===== src/rtl/init_deal_sequencer.sv =====
// -----------------------------------------------------------------------------
// init_deal_sequencer
// Sequences the opening deal for one board. Draws DEAL_CNT random cards from
// the shared deck (DECK_DRAW, type 5), then hands the turn to the peer board
// (STATE_TURN, type 6). Player 0 deals on start_deal; player 1 first waits for
// the peer's STATE_TURN.
//
// Ports
//   clk, rst (async, active low), interboard_rst (sync, active high)
//   start_deal          : one-cycle start pulse, honoured only in IDLE
//   send_ready          : interboard TX can take a message this cycle
//   interboard_en/_msg_type : incoming message strobe and type
//   available_card[105:0]   : deck availability, bit i = card i drawable
//   ctrl_en/_msg_type/_card : registered outgoing message
//   card_idx            : deck index of the current draw
//   transmit            : board owns the message bus (SEARCH..PASS)
//   busy, deal_done     : activity / completion levels
//   deal_err            : sticky, deck was empty during a search
// -----------------------------------------------------------------------------
module init_deal_sequencer #(
    parameter int         PLAYER    = 0,
    parameter int         DEAL_CNT  = 14,
    parameter logic [6:0] LFSR_SEED = 7'h5A
) (
    input  logic         clk,
    input  logic         rst,
    input  logic         interboard_rst,
    input  logic         start_deal,
    input  logic         send_ready,
    input  logic         interboard_en,
    input  logic [3:0]   interboard_msg_type,
    input  logic [105:0] available_card,
    output logic         ctrl_en,
    output logic [3:0]   ctrl_msg_type,
    output logic [5:0]   ctrl_card,
    output logic [6:0]   card_idx,
    output logic         transmit,
    output logic         busy,
    output logic         deal_done,
    output logic         deal_err
);

    localparam logic [3:0] LP_DEAL_CNT   = DEAL_CNT[3:0];
    localparam logic [3:0] LP_DECK_DRAW  = 4'd5;
    localparam logic [3:0] LP_STATE_TURN = 4'd6;

    typedef enum logic [2:0] {
        S_IDLE, S_WAIT_TURN, S_SEARCH, S_ISSUE, S_WAIT_ACK, S_PASS, S_DONE
    } state_t;

    state_t     r_state, w_state_nxt;
    logic [6:0] r_lfsr;
    logic [6:0] r_ptr,   w_ptr_nxt;
    logic       r_first, w_first_nxt;   // first SEARCH cycle: seed ptr from LFSR
    logic [6:0] r_miss,  w_miss_nxt;
    logic [3:0] r_cnt,   w_cnt_nxt;
    logic [6:0] r_idx,   w_idx_nxt;
    logic       r_en,    w_en_nxt;
    logic [3:0] r_type,  w_type_nxt;
    logic [5:0] r_card,  w_card_nxt;
    logic       r_err,   w_err_nxt;

    logic [6:0] w_lfsr_mod, w_ptr, w_ptr_inc;
    logic [3:0] w_cnt_inc;

    // LFSR values 106..127 fold back onto the deck range.
    assign w_lfsr_mod = (r_lfsr >= 7'd106) ? (r_lfsr - 7'd106) : r_lfsr;
    assign w_ptr      = r_first ? w_lfsr_mod : r_ptr;
    assign w_ptr_inc  = (w_ptr == 7'd105) ? 7'd0 : (w_ptr + 7'd1);
    assign w_cnt_inc  = r_cnt + 4'd1;

    always_comb begin
        w_state_nxt = r_state;
        w_ptr_nxt   = r_ptr;
        w_first_nxt = 1'b0;
        w_miss_nxt  = r_miss;
        w_cnt_nxt   = r_cnt;
        w_idx_nxt   = r_idx;
        w_en_nxt    = 1'b0;
        w_type_nxt  = r_type;
        w_card_nxt  = r_card;
        w_err_nxt   = r_err;
        case (r_state)
            S_IDLE: begin
                if (start_deal) begin
                    if (PLAYER == 0) begin
                        w_state_nxt = S_SEARCH;
                        w_first_nxt = 1'b1;
                        w_miss_nxt  = 7'd0;
                    end else begin
                        w_state_nxt = S_WAIT_TURN;
                    end
                end
            end
            S_WAIT_TURN: begin
                if (interboard_en && interboard_msg_type == LP_STATE_TURN) begin
                    w_state_nxt = S_SEARCH;
                    w_first_nxt = 1'b1;
                    w_miss_nxt  = 7'd0;
                end
            end
            S_SEARCH: begin
                if (available_card[w_ptr]) begin
                    w_idx_nxt   = w_ptr;
                    w_state_nxt = S_ISSUE;
                end else begin
                    w_ptr_nxt = w_ptr_inc;
                    // r_miss counts earlier misses; this is the 106th.
                    if (r_miss == 7'd105) begin
                        w_err_nxt   = 1'b1;
                        w_state_nxt = S_DONE;
                    end else begin
                        w_miss_nxt = r_miss + 7'd1;
                    end
                end
            end
            S_ISSUE: begin
                if (send_ready) begin
                    w_en_nxt    = 1'b1;
                    w_type_nxt  = LP_DECK_DRAW;
                    w_card_nxt  = r_idx[6:1];
                    w_state_nxt = S_WAIT_ACK;
                end
            end
            S_WAIT_ACK: begin
                // Memory acknowledges the draw by clearing the card's bit.
                if (!available_card[r_idx] && send_ready) begin
                    w_cnt_nxt = w_cnt_inc;
                    if (w_cnt_inc == LP_DEAL_CNT) begin
                        w_state_nxt = S_PASS;
                    end else begin
                        w_state_nxt = S_SEARCH;
                        w_first_nxt = 1'b1;
                        w_miss_nxt  = 7'd0;
                    end
                end
            end
            S_PASS: begin
                if (send_ready) begin
                    w_en_nxt    = 1'b1;
                    w_type_nxt  = LP_STATE_TURN;
                    w_card_nxt  = 6'd0;
                    w_state_nxt = S_DONE;
                end
            end
            S_DONE:  w_state_nxt = S_DONE;
            default: w_state_nxt = S_IDLE;
        endcase
    end

    always_ff @(posedge clk or negedge rst) begin
        if (!rst) begin
            r_state <= S_IDLE;
            r_lfsr  <= LFSR_SEED;
            r_ptr   <= 7'd0;
            r_first <= 1'b0;
            r_miss  <= 7'd0;
            r_cnt   <= 4'd0;
            r_idx   <= 7'd0;
            r_en    <= 1'b0;
            r_type  <= 4'd0;
            r_card  <= 6'd0;
            r_err   <= 1'b0;
        end else if (interboard_rst) begin
            r_state <= S_IDLE;
            r_lfsr  <= LFSR_SEED;
            r_ptr   <= 7'd0;
            r_first <= 1'b0;
            r_miss  <= 7'd0;
            r_cnt   <= 4'd0;
            r_idx   <= 7'd0;
            r_en    <= 1'b0;
            r_type  <= 4'd0;
            r_card  <= 6'd0;
            r_err   <= 1'b0;
        end else begin
            // x^7 + x^6 + 1, maximal length: never reaches zero from a nonzero seed.
            r_lfsr  <= {r_lfsr[5:0], r_lfsr[6] ^ r_lfsr[5]};
            r_state <= w_state_nxt;
            r_ptr   <= w_ptr_nxt;
            r_first <= w_first_nxt;
            r_miss  <= w_miss_nxt;
            r_cnt   <= w_cnt_nxt;
            r_idx   <= w_idx_nxt;
            r_en    <= w_en_nxt;
            r_type  <= w_type_nxt;
            r_card  <= w_card_nxt;
            r_err   <= w_err_nxt;
        end
    end

    assign ctrl_en       = r_en;
    assign ctrl_msg_type = r_type;
    assign ctrl_card     = r_card;
    assign card_idx      = r_idx;
    assign deal_err      = r_err;
    assign deal_done     = (r_state == S_DONE);
    assign busy          = (r_state != S_IDLE) && (r_state != S_DONE);
    assign transmit      = (r_state == S_SEARCH) || (r_state == S_ISSUE) ||
                           (r_state == S_WAIT_ACK) || (r_state == S_PASS);

endmodule


===== config.mk =====
export PLATFORM = sky130hd
export DESIGN_NAME = init_deal_sequencer
export DESIGN_NICKNAME = d
export VERILOG_FILES = /design/src/rtl/init_deal_sequencer.sv
export SDC_FILE = /design/constraint.sdc
export NUM_CORES = 1
export LEC_CHECK = 0
export CAP_MARGIN = 10
export CORE_ASPECT_RATIO = 0.8
export CORE_MARGIN = 2
export CORE_UTILIZATION = 50
export CTS_BUF_LIST = sky130_fd_sc_hd__clkbuf_8 sky130_fd_sc_hd__clkbuf_16
export DETAILED_ROUTE_END_ITERATION = 8
export PLACE_DENSITY = 0.82
export SLEW_MARGIN = 0
export SYNTH_ARGS = -nofsm -noshare
export SYNTH_HDL_FRONTEND = slang
export SYNTH_SLANG_ARGS = --single-unit

===== constraint.sdc =====
create_clock -name clk -period 4.1 [get_ports clk]
set_input_delay 0.82 -clock clk [delete_from_list [all_inputs] [get_ports clk]]
set_output_delay 0.82 -clock clk [all_outputs]
set_load 0.005 [all_outputs]

==> After elaboration in Yosys (flattened, before gate mapping) <==
Cells that the tools add are included.
{ "classes": {"add_sub_neg": 4, "order_cmp": 3, "eq_ne": 21, "muxes": 56, "n_bitwise": 1, "reduce_logical": 24} }
{ "op_table": {"columns": ["operator", "count"], "rows": [
  ["two-way mux 7 bit", 17],
  ["one-hot mux 7 bit (4 select lines)", 1],
  ["two-way mux 3 bit", 9],
  ["inequality test 3 bit, second input constant", 9],
  ["two-way mux 4 bit", 6],
  ["one-hot mux 3 bit (7 select lines)", 1],
  ["two-way mux 6 bit", 3],
  ["less-than comparator 7 x 8 -> 1 bit, second input constant", 2],
  ["adder 7 x 1 -> 7 bit, second input constant", 2],
  ["binary-select mux 1 bit (select 7 bit)", 2],
  ["equality test 7 bit, second input constant", 2],
  ["two-way mux 1 bit", 14],
  ["one-hot mux 6 bit (2 select lines)", 1],
  ["nonzero test 2 bit", 5],
  ["equality test 3 bit, second input constant", 3],
  ["one-hot mux 4 bit (2 select lines)", 1],
  [">= comparator 7 bit, second input constant", 1],
  ["AND reduction 7 bit", 1],
  ["subtractor 7 bit, second input constant", 1],
  ["equality test 3 x 2 -> 1 bit, second input constant", 2],
  ["AND reduction 2 bit", 3],
  ["AND reduction 3 bit", 2],
  ["AND reduction 6 bit", 1],
  ["nonzero test 3 bit", 2],
  ["14 further kinds", 18]
]} }
{ "word_totals": {"ff_bits": 48, "in_bits": 116, "word_cells": 120} }

==> Depth between registers and ports, before layout <==
{ "logic_depth": {"depth_word": 8, "mapped_depth": 16, "ltp_nobuf": 14} }

==> Worst setup path after synthesis <==
Ideal clock, no wire load.
{ "synth_path": {"path_type": "register to register", "startpoint": "reg r_lfsr[1]", "endpoint": "reg r_ptr[0]", "t_arrival_ns": 3.415, "slack_ns": 0.565, "stages_incl_launch_ff": 17, "synth_period_minus_slack_ns": 3.535, "cell_sequence": "dfstp_2 > inv_1 > ha_1 > and2b_1 > o221ai_2 > o31a_1 > buf_4 > buf_2 > mux2i_1 > mux2i_1 > a221oi_1 > a22oi_1 > nand2_2 > nor2_1 > buf_4 > nand2_2 > a31o_2"} }
{ "synth_via": {"elab_chain_cells": 8, "word_cells_on_any_way": 14} }
{ "synth_lines": {"columns": ["element", "line", "rtl"], "rows": [
  ["start, declared", "52", "logic [6:0] r_lfsr;"],
  ["start signal, assigned", "178", "r_lfsr <= {r_lfsr[5:0], r_lfsr[6] ^ r_lfsr[5]};"],
  [">= comparator 7 bit / subtractor 7 bit (equally long branches)", "67", "assign w_lfsr_mod = (r_lfsr >= 7'd106) ? (r_lfsr - 7'd106) : r_lfsr;"],
  ["two-way mux 7 bit (*)", "67", null],
  ["two-way mux 7 bit (*)", "68", "assign w_ptr = r_first ? w_lfsr_mod : r_ptr;"],
  ["branches (longest 5 deep; another with binary-select mux 1 bit (select 7 bit))", null, null],
  ["end signal, assigned", "180", "r_ptr <= w_ptr_nxt;"],
  ["end, declared", "53", "logic [6:0] r_ptr, w_ptr_nxt;"]
]} }
Every way passes the cells marked *. The select of a mux whose other input is x is not followed.
A chain may end at the register's enable or synchronous reset.

==> Worst setup path in the final report <==
Ends and elaborated chain as after synthesis.

==> results_dict.tcl <==
set metrics [dict create \
    yosysTopAreaCell "dfrtp_1" \
    cts_tree "done" \
    first_pass_iters 7 \
    vias 5223 \
    ctsHoldBuffers 0 \
    required_ns 4.28 \
    synthCells 552 \
    synth-seq-cells 47 \
    antenna_found_initial 0 \
    critPathKind "flop to flop" \
    cts_root_buf "clkbuf_16" \
    mostFrequentLayoutCell "clkdlybuf4s50_1" \
    htree_levels 2 \
    critPathMaxStageDelay_ns 0.57 \
    finalPower_mw 2.959 \
    worstReg2RegEnd "r_ptr[0]" \
    r2r_setup_slack_ns 0.19 \
    diodes 0 \
    avgSynthCellArea_um2 9.042 \
    synthDominantCellAreaShare_pct 21.56 \
    cp-start-kind "flop" \
    drive_gt1_share_pct 16.57 \
    yosysWarnings 0 \
    netSwitchingPower_mw 1.291 \
    cts.sinks 47 \
    die_area_um2 10800 \
    route.detailed.drc 0 \
    powerDensity_nw_per_um2 438.2 \
    post-route-min-period_ns 3.911 \
    yosysUniqueCellTypes 78 \
    run_status "finished clean" \
    final_cell_mix "clkdlybuf4s50_1, mux2i_1, nand2_1" \
    setup_viol 0 \
    pwr-share-clk_pct 16.1 \
    numCtsBuffers 5 \
    arrival_ns 4.09 \
    path_max_fanout 30 \
    drtIter0Drc 607 \
    grt_use_total_pct 30.85 \
    worstRegToRegCells 15 \
    max_cap_violations 0 \
    die_x_um 115.7 \
    holdPathStages 1 \
    place_ws_ns 0.1681 \
    port_buffers 136 \
    finalHoldViolations 0 \
    seq_area_frac_synth_pct 23.67 \
    dominantRegCellSynth "dfrtp_1" \
    vdd_drop_max_uv 380.7 \
    clk_path_buf_depth 2 \
    fin_skew_ns 0.006150 \
    max_slew_margin_pct 30.87 \
    coreArea_um2 9689 \
    ant_nets 0 \
    gr-total-overflow 0 \
    routabilityCongestion 0.9614 \
    drv_slew 0 \
    first_global_vias 5094 \
    holdPathEnd "r_miss[6]" \
    via_per_inst 6.385 \
    worstReg2RegStart "r_lfsr[1]" \
    critPathTopFamily "compound AO/OA/AOI/OAI gates" \
    hold_start "r_miss[6]" \
    crit_buf_inv 3 \
    path_cells "inv_1 > ha_1 > and2b_2 > o221ai_2 > o31a_1 > buf_12 > mux2i_1 > a311oi_1 > o21ai_0 > o21a_1 > a211oi_1 > nor2_1 > buf_4 > and4_1 > a31o_2" \
    ios 138 \
    synth_area_um2 4991 \
    syn_nets 678 \
    tightest_slew_ns 1.037 \
    sw_frac_of_total_pct 43.61 \
    pwr-share-comb_pct 62.5 \
    sequentialPowerShare_pct 21.4 \
    final_nets 807 \
    hold_ws_ns 0.4947 \
    synth-edff-count 0 \
    async_flop_share_pct 100.0 \
    syn_to_final_growth_pct 35.30 \
    max_freq_mhz 255.7 \
    final_core_util_pct 69.69 \
    worst_hold_path_type "flop to flop" \
    clk_latency_ns 0.29 \
    avgRoutedWirePerCell_um 20.46 \
    clkTransAtPathRegs_ns 0.06 \
    rows 32 \
    die_h_um 93.36 \
    dp_hpwl_um 12770 \
    endpoint_kind "flop" \
    wl_um 16740 \
    grt_max_degree 48 \
    p_leak_nw 2.603 \
    worst_slack_ns 0.1890 \
    crit_slowest_cell "dfstp_2" \
    p_int_mw 1.669 \
    grt_pass1_wl_um 26100 \
    period_share_pct 95.39 \
    synth_area_leaders "dfrtp_1, mux2i_1, mux4_2" \
    initial_core_util_pct 51.51 \
]
-- layout make-up --
class                           instances  area (um2)
Sequential cell                        47        1184
Clock inverter                          2       35.03
Tap cell                              136       170.2
Multi-Input combinational cell        445        3566
Timing Repair Buffer                  163        1584
Clock buffer                            6       138.9
Inverter                               19       75.07
Fill cell                             768        2937
-- what timing repair did --
item / in CTS / in global routing
gates resized for setup: 0 / 12
setup buffers: 0 / 2
endpoints found under the setup margin: 0 / 24
-- flip-flops by register name, summed over array words and instances, names as in the netlist --
name	flops
card_idx	7
r_lfsr	7
r_miss	7
r_ptr	7
ctrl_card	6
r_cnt	4
ctrl_msg_type	3
r_state	3
ctrl_en	1
deal_err	1
r_first	1
-- synth_stat cells (all sizes together), types with 6 or more instances --
| cell type | instances |
|---|---|
| o21ai | 19 |
| inv | 17 |
| ha | 10 |
| nand2 | 59 |
| a31o | 7 |
| a31oi | 13 |
| nand4 | 6 |
| mux4 | 28 |
| a22o | 7 |
| nor3 | 11 |
| dfrtp | 43 |
| and3 | 11 |
| clkbuf | 15 |
| nor2 | 43 |
| and4 | 6 |
| a211oi | 16 |
| mux2i | 66 |
| a21oi | 21 |
| mux2 | 6 |
| nand3 | 18 |
| buf | 26 |
| o21a | 6 |
-- worst register-to-register path: cells and delay by family, from the launching register on --
kind	cells	cell delay [ns]
AOI/OAI and AO/OA	7	1.74
and+or+nand+nor	3	0.62
DFF	1	0.57
buffers and inverters	3	0.46
adders and majority gates	1	0.25
muxes	1	0.15
-- power by group through the flow --
stage / registers [mW] / clock network [mW] / logic (mW)
final: 0.634 / 0.476 / 1.85
after CTS: 0.627 / 0.481 / 1.78
after global placement: 0.632 / 0 / 1.73
after global routing: 0.644 / 0.499 / 1.98
after detailed placement: 0.635 / 0 / 1.77
after floorplan: 0.554 / 0 / 1.26
-- worst max-delay path by stage --
stage	slack, ns	endpoint	startpoint	depth (start not counted)
6_report	0.19	r_ptr[0]	r_lfsr[1]	15
5_1_grt	-0.01	card_idx[5]	r_lfsr[2]	16
4_1_cts	0.15	r_ptr[0]	r_lfsr[2]	16
3_5_place_dp	0.17	r_ptr[1]	r_lfsr[2]	16
3_3_place_gp	0.22	r_miss[4]	available_card[7]	11
2_1_floorplan	0.56	r_ptr[0]	r_lfsr[1]	16
-- per-stage QoR --
step	area [um2]	instances	TNS, ns
after CTS	6691	816	0
after floorplan	4991	552	0
after detailed placement	6518	808	0
final	6753	818	0
after global routing	6753	818	-0.02409
after global placement	6518	808	0
-- metal layers --
metal,part of all wire [%],vias to the layer above,global-route usage [%],wire length (um)
met5,0,-,0,0
met4,2.4,0,9.127,407
met3,9.6,44,6.222,1611
met2,45,305,48.93,7588
met1,43,2503,42.82,7128
li1,-,2371,-,-
-- kinds of logic after synthesis --
logic type               after synthesis  share of synthesized area (%)
AND/OR/NAND/NOR                      193                          19.53
AO/OA/AOI/OAI                        131                          19.53
multiplexers                         100                          27.22
buffers and inverters                 60                          5.715
flip-flops                            47                          23.67
adder cells (fa/ha/maj)               10                          2.507
XOR/XNOR                              10                          1.755
other                                  1                        0.07513
Power figures use the tool's default switching activity.
